<file path="config.mk">
export PLATFORM = sky130hd
export DESIGN_NAME = multi_freq_counter
export DESIGN_NICKNAME = d
export VERILOG_FILES = /design/src/rtl/multi_freq_counter.sv
export SDC_FILE = /design/constraint.sdc
export NUM_CORES = 1
export LEC_CHECK = 0
export ABC_AREA = 1
export ABC_CLOCK_PERIOD_IN_PS = 3000
export BUFFER_PORTS_ARGS = -buffer_cell sky130_fd_sc_hd__buf_2
export CORE_MARGIN = 4
export CORE_UTILIZATION = 30
export DETAILED_ROUTE_END_ITERATION = 8
export PLACE_DENSITY = 0.48
export RECOVER_POWER = 25
export REMOVE_ABC_BUFFERS = 1
export SLEW_MARGIN = 0
export SYNTH_ARGS = -nofsm -noshare
export SYNTH_HDL_FRONTEND = slang
export SYNTH_SLANG_ARGS = --single-unit
</file>
<file path="constraint.sdc">
create_clock -name clk -period 3 [get_ports clk]
set_input_delay 0.6 -clock clk [delete_from_list [all_inputs] [get_ports clk]]
set_output_delay 0.6 -clock clk [all_outputs]
set_load 0.02 [all_outputs]
</file>
<file path="src/rtl/multi_freq_counter.sv">
// multi_freq_counter: N-channel reciprocal frequency counter with a shared round-robin restoring divider.
module multi_freq_counter #(
  parameter int N_CH        = 4,
  parameter int M_EDGES     = 50,
  parameter int F_CLK       = 40000,
  parameter int F_W         = 14,
  parameter int CNT_W       = 24,
  parameter int TIMEOUT_CYC = 1000000
) (
  input  logic                clk,
  input  logic                rst,
  input  logic [N_CH-1:0]     sig,
  input  logic [N_CH-1:0]     ch_en,
  output logic [N_CH*F_W-1:0] f,
  output logic [N_CH-1:0]     f_valid,
  output logic [N_CH-1:0]     ovf,
  output logic [N_CH-1:0]     stale
);
  localparam int NUM_W = $clog2(M_EDGES*F_CLK+1);
  localparam int E_W   = $clog2(M_EDGES+1);
  localparam int CH_W  = N_CH > 1 ? $clog2(N_CH) : 1;
  localparam int C_W   = $clog2(NUM_W+1);
  localparam int F_MAX = (1 << F_W) - 1;
  localparam logic [NUM_W-1:0] NUM = NUM_W'(M_EDGES*F_CLK);
  typedef enum logic {IDLE, MEAS} state_t;
  logic [N_CH-1:0]  r_s1, r_s2, r_s3, r_edge, r_req;
  state_t           r_st  [N_CH];
  logic [CNT_W-1:0] r_n   [N_CH];
  logic [E_W-1:0]   r_e   [N_CH];
  logic [CNT_W-1:0] r_den [N_CH];
  logic [F_W-1:0]   r_f   [N_CH];
  logic             r_busy;
  logic [C_W-1:0]   r_cnt;
  logic [CH_W-1:0]  r_ch, r_ptr;
  logic [CNT_W-1:0] r_dv, r_rem;
  logic [NUM_W-1:0] r_quo;
  logic [N_CH-1:0]  w_rq;
  logic [CH_W-1:0]  w_g, w_idx;
  logic             w_gv, w_grant, w_ge, w_sat;
  logic [CNT_W:0]   w_sh;
  assign w_rq    = r_req & ch_en;
  assign w_grant = w_gv & ~r_busy;
  assign w_sh    = {r_rem, r_quo[NUM_W-1]};
  assign w_ge    = w_sh >= {1'b0, r_dv};
  assign w_sat   = (r_dv == '0) || ((NUM_W+F_W)'(r_quo) > (NUM_W+F_W)'(F_MAX));
  for (genvar j = 0; j < N_CH; j++) assign f[j*F_W +: F_W] = r_f[j];
  // Descending scan so the first requester at or after r_ptr wins.
  always_comb begin
    w_gv  = 1'b0;
    w_g   = '0;
    w_idx = '0;
    for (int k = N_CH-1; k >= 0; k--) begin
      w_idx = CH_W'((int'(r_ptr) + k) % N_CH);
      w_gv  = w_rq[w_idx] ? 1'b1 : w_gv;
      w_g   = w_rq[w_idx] ? w_idx : w_g;
    end
  end
  always_ff @(posedge clk) begin
    if (rst) begin
      r_s1 <= '0;
      r_s2 <= '0;
      r_s3 <= '0;
      r_edge <= '0;
      r_req <= '0;
      r_busy <= 1'b0;
      r_cnt <= '0;
      r_ch <= '0;
      r_ptr <= '0;
      r_dv <= '0;
      r_rem <= '0;
      r_quo <= '0;
      f_valid <= '0;
      ovf <= '0;
      stale <= '0;
      for (int i = 0; i < N_CH; i++) begin
        r_st[i] <= IDLE;
        r_n[i] <= '0;
        r_e[i] <= '0;
        r_den[i] <= '0;
        r_f[i] <= '0;
      end
    end else begin
      r_s1 <= sig;
      r_s2 <= r_s1;
      r_s3 <= r_s2;
      r_edge <= r_s2 & ~r_s3;
      f_valid <= '0;
      if (w_grant) begin
        r_busy <= 1'b1;
        r_cnt <= '0;
        r_rem <= '0;
        r_quo <= NUM;
        r_dv <= r_den[w_g];
        r_ch <= w_g;
        r_req[w_g] <= 1'b0;
        r_ptr <= (w_g == CH_W'(N_CH-1)) ? '0 : w_g + 1'b1;
      end else if (r_busy && r_cnt != C_W'(NUM_W)) begin
        r_cnt <= r_cnt + 1'b1;
        r_rem <= CNT_W'(w_ge ? w_sh - {1'b0, r_dv} : w_sh);
        r_quo <= {r_quo[NUM_W-2:0], w_ge};
      end else if (r_busy) begin
        r_busy <= 1'b0;
        r_f[r_ch] <= w_sat ? F_W'(F_MAX) : r_quo[F_W-1:0];
        ovf[r_ch] <= w_sat;
        stale[r_ch] <= 1'b0;
        f_valid[r_ch] <= 1'b1;
      end
      // Channel updates come last so a timeout overrides a same-cycle write-back.
      for (int i = 0; i < N_CH; i++) begin
        if (!ch_en[i]) begin
          r_st[i] <= IDLE;
          r_n[i] <= '0;
          r_e[i] <= '0;
          r_req[i] <= 1'b0;
        end else if (r_st[i] == IDLE) begin
          r_n[i] <= CNT_W'(r_edge[i]);
          r_e[i] <= '0;
          r_st[i] <= r_edge[i] ? MEAS : IDLE;
        end else if (r_edge[i] && r_e[i] == E_W'(M_EDGES-1)) begin
          r_req[i] <= 1'b1;
          r_den[i] <= r_n[i];
          r_n[i] <= CNT_W'(1);
          r_e[i] <= '0;
        end else if (r_edge[i]) begin
          r_n[i] <= r_n[i] + 1'b1;
          r_e[i] <= r_e[i] + 1'b1;
        end else if (r_n[i] >= CNT_W'(TIMEOUT_CYC)) begin
          r_st[i] <= IDLE;
          r_n[i] <= '0;
          r_e[i] <= '0;
          r_f[i] <= '0;
          stale[i] <= 1'b1;
          ovf[i] <= 1'b0;
          f_valid[i] <= 1'b1;
        end else begin
          r_n[i] <= r_n[i] + 1'b1;
        end
      end
    end
  end
endmodule

</file>
==> results.md <==
- Routed Antenna Nets: 0
- Synthesis-to-layout area growth: 15.93%
- Total iterations of the first detailed-routing run: 6
- WHS Path Cells: 3
- Height of the die: around 270 um
- Final HPWL DP: 41.26 mm
- Delay-heaviest family, CP: buffers and inverters
- Layout cells sized above 1: 6.644%
- Cts bufs inserted: 47
- Via/cell ratio: 4.586
- Reg area: 0.01051 mm2
- CTS sink count: between 300 and 400
- Most used cell, CP: clkbuf_1
- Clk_lat worst skew: between 500 and 600 ps
- CTS tree: yes
- Multi-input gate area: 0.008376 mm2
- Synth area leaders: edfxtp_1 41%, dfxtp_1 11%, nand2_1 9.6%
- RR Endpoint: r_rem[2]
- Iter 0 DRT Violations: between 1000 and 1500
- Reg2Reg Setup Slack: roughly 440 ps
- CTS resizes: 0
- F_max: 371.1 MHz
- Power per Cell Area: 945.9 mW/mm2
- Design area: 0.02353 mm2
- WP buf/inv: 3
- Final net count: 2667
- Worst EP arrival: approximately 3000 ps
- Vias in the first global route: 15760
- Actual slew at the worst max-slew pin: 1350 ps
- Fillers: 7092
- RR Startpoint: r_dv[1]
- CP Launch Type: input pin
- Grt total ovfl: 0
- Max stage delay on crit path: ~1000 ps
- Hold EP: r_s1[1]
- Cell count after synthesis: approximately 2400
- Crit path kind: in2reg
- Final number of setup-violating endpoints: 0
- Final Max Tran Viols: 0
- Total wire length: 55.04 mm
- Peak supply drop: 1.051 mV
- H-tree level count: 2
- Antenna fix cells: 0
- Tot Pwr: 22.26 mW
- Clock slew at reported path FFs: around 60 ps
- Port bufs: 77
- Synth Warn #: 0
- Reg2reg path depth: 15
- CP Cell Sequence: clkbuf_1 -> clkbuf_1 -> nor2_1 -> nand2_1 -> a21oi_1 -> inv_1 -> o21ai_0
- Number of setup buffers added after CTS: 0
- Initial antenna violation count: 2
- First-pass GRT wire length: 86.88 mm
- Via count: 16150
- GRT Total Usage: 15.17%
- Tmin final: 2695 ps
- Final worst-path cycle share: between 80% and 90%
- Post-synth top area share: 40.83%
- CP required: 3320 ps
- IO Count: between 70 and 80
- Synth cell types: 53
- RSZ-0062 raised after global routing: false
- Async set or reset register ratio after synthesis: 0%
- Synth Register Bits: about 390
- HP Start: sig[1]
- Routed WL per cell: 15.63 um
- # hold bufs at CTS: 0
- Starting density of the core: 30.22%
- Post-synthesis sequential area ratio: 51.78%
- Prevailing post-synth register cell: edfxtp_1
- Area leader, netlist: edfxtp_1
- Placed Area: 0.02205 mm2
- Hold Crit Class: in2reg
- Status: completed
- GPL Wtd Cong: ~0.92
- Commonest non-fill, non-tap cell in the layout: nand2_1
- Root buffer cell: clkbuf_16
- Crit end category: register
- Rows: 95
- Critical Path Fanout Max: 21
- Largest net degree at the start of global routing: 58
- Max cap viols: 0
- Core area: approximately 0.067 mm2
- Cell Area, Synth: 0.02030 mm2
- Commonest non-fill, non-tap cells in the layout: 520 x nand2_1, 406 x nor2_1, 337 x inv_1
- Syn Area/Cell: 8.373 um2
- Die ar.: 0.07188 mm2
- Fin Hold WS: 221.4 ps
- Die Width: 268.1 um
- Largest buffer count on any clock path: 3
- Leakage: 9.918 nW
- DRC: 0
- Final Hold Viols: 0
- Number of synthesized flops with an enable pin: 276
- Master of the slowest instance on the critical path: clkbuf_1
- Max transition margin: 9.981%
- Worst Skew: 16.09 ps
## Yosys cell counts (3+ instances only)
library cell / count
a211oi_1: 3
a21o_1: 3
a21oi_1: 96
a31oi_1: 4
buf_2: 32
buf_4: 7
buf_6: 13
clkbuf_1: 27
dfxtp_1: 111
edfxtp_1: 276
ha_1: 46
inv_1: 337
inv_2: 6
nand2_1: 520
nand2_2: 8
nand2_4: 3
nand3_1: 169
nand3_2: 7
nand3b_1: 26
nand4_1: 68
nor2_1: 407
nor2_2: 5
nor3_1: 54
nor3_2: 7
nor3b_1: 9
nor4_1: 11
o211ai_1: 3
o21ai_0: 37
o21ai_1: 8
o21bai_1: 6
or2_2: 7
xnor2_1: 13
xor2_1: 72
## cells by family after synthesis
logic type / share of synthesized area, %
and+or+nand+nor: 28.36
buffers and inverters: 8.692
DFF: 51.78
AOI/OAI and AO/OA: 4.543
xor gates and xnor gates: 3.668
adders and majority gates: 2.934
other: 0.01848
## stage by stage
stage	utilization, %	setup WS, ps	TNS, ps	instances
after floorplan	-	-1374	-43220	2439
after global placement	32.83	355.5	0	3434
after detailed placement	32.83	329.2	0	3434
after CTS	35.24	425.3	0	3522
after global routing	35.04	112.4	0	3522
final	35.04	305.0	0	3522
## layer usage
layer	global-route usage (%)	part of all wire, %	vias to the layer above
met5	0	0.049	-
met4	4.332	2.3	4
met3	1.987	3.6	78
met2	25.36	47	295
met1	20.70	47	7623
li1	-	-	8151
## worst min-delay path, stage by stage
cell,delay (ps)
buf_2,70
inv_1,30
nor2_1,60
## final cells by class
cell class,instances,area share (%)
Clock buffer,63,5.647
Timing Repair Buffer,122,2.712
Inverter,345,5.525
Clock inverter,25,1.212
Sequential cell,387,44.67
Multi-Input combinational cell,1707,35.59
Tap cell,873,4.642
## registers in the layout, indices dropped and copies added (netlist names)
name and cells:
r_den 96, f_valid 4, r_s1 4, r_quo 21
r_s3 4, r_edge 4, ovf 4, r_cnt 5
r_req 4, r_busy 1, r_n 96, r_dv 24
r_e 24, r_st 4, r_rem 24, r_s2 4
stale 4, r_f 56, r_ptr 2, r_ch 2
## worst max path at each step
stage	endpoint	slack [ps]	start	depth (start not counted)
final	r_n[1][0]	300	rst	7
after global routing	r_n[1][0]	110	rst	7
after CTS	r_rem[2]	430	r_dv[1]	15
after detailed placement	r_dv[4]	330	ch_en[1]	16
after global placement	r_dv[4]	360	ch_en[1]	16
after floorplan	r_cnt[1]	-1370	r_cnt[1]	9
## report_power, final
part	total, mW	internal (mW)	leakage [nW]	switching [mW]
sequential	6.49	6.14	3.81	0.349
combinational	9.90	3.15	5.33	6.74
clock	5.87	3.56	0.780	2.31
(Power assumes the default switching activity.)
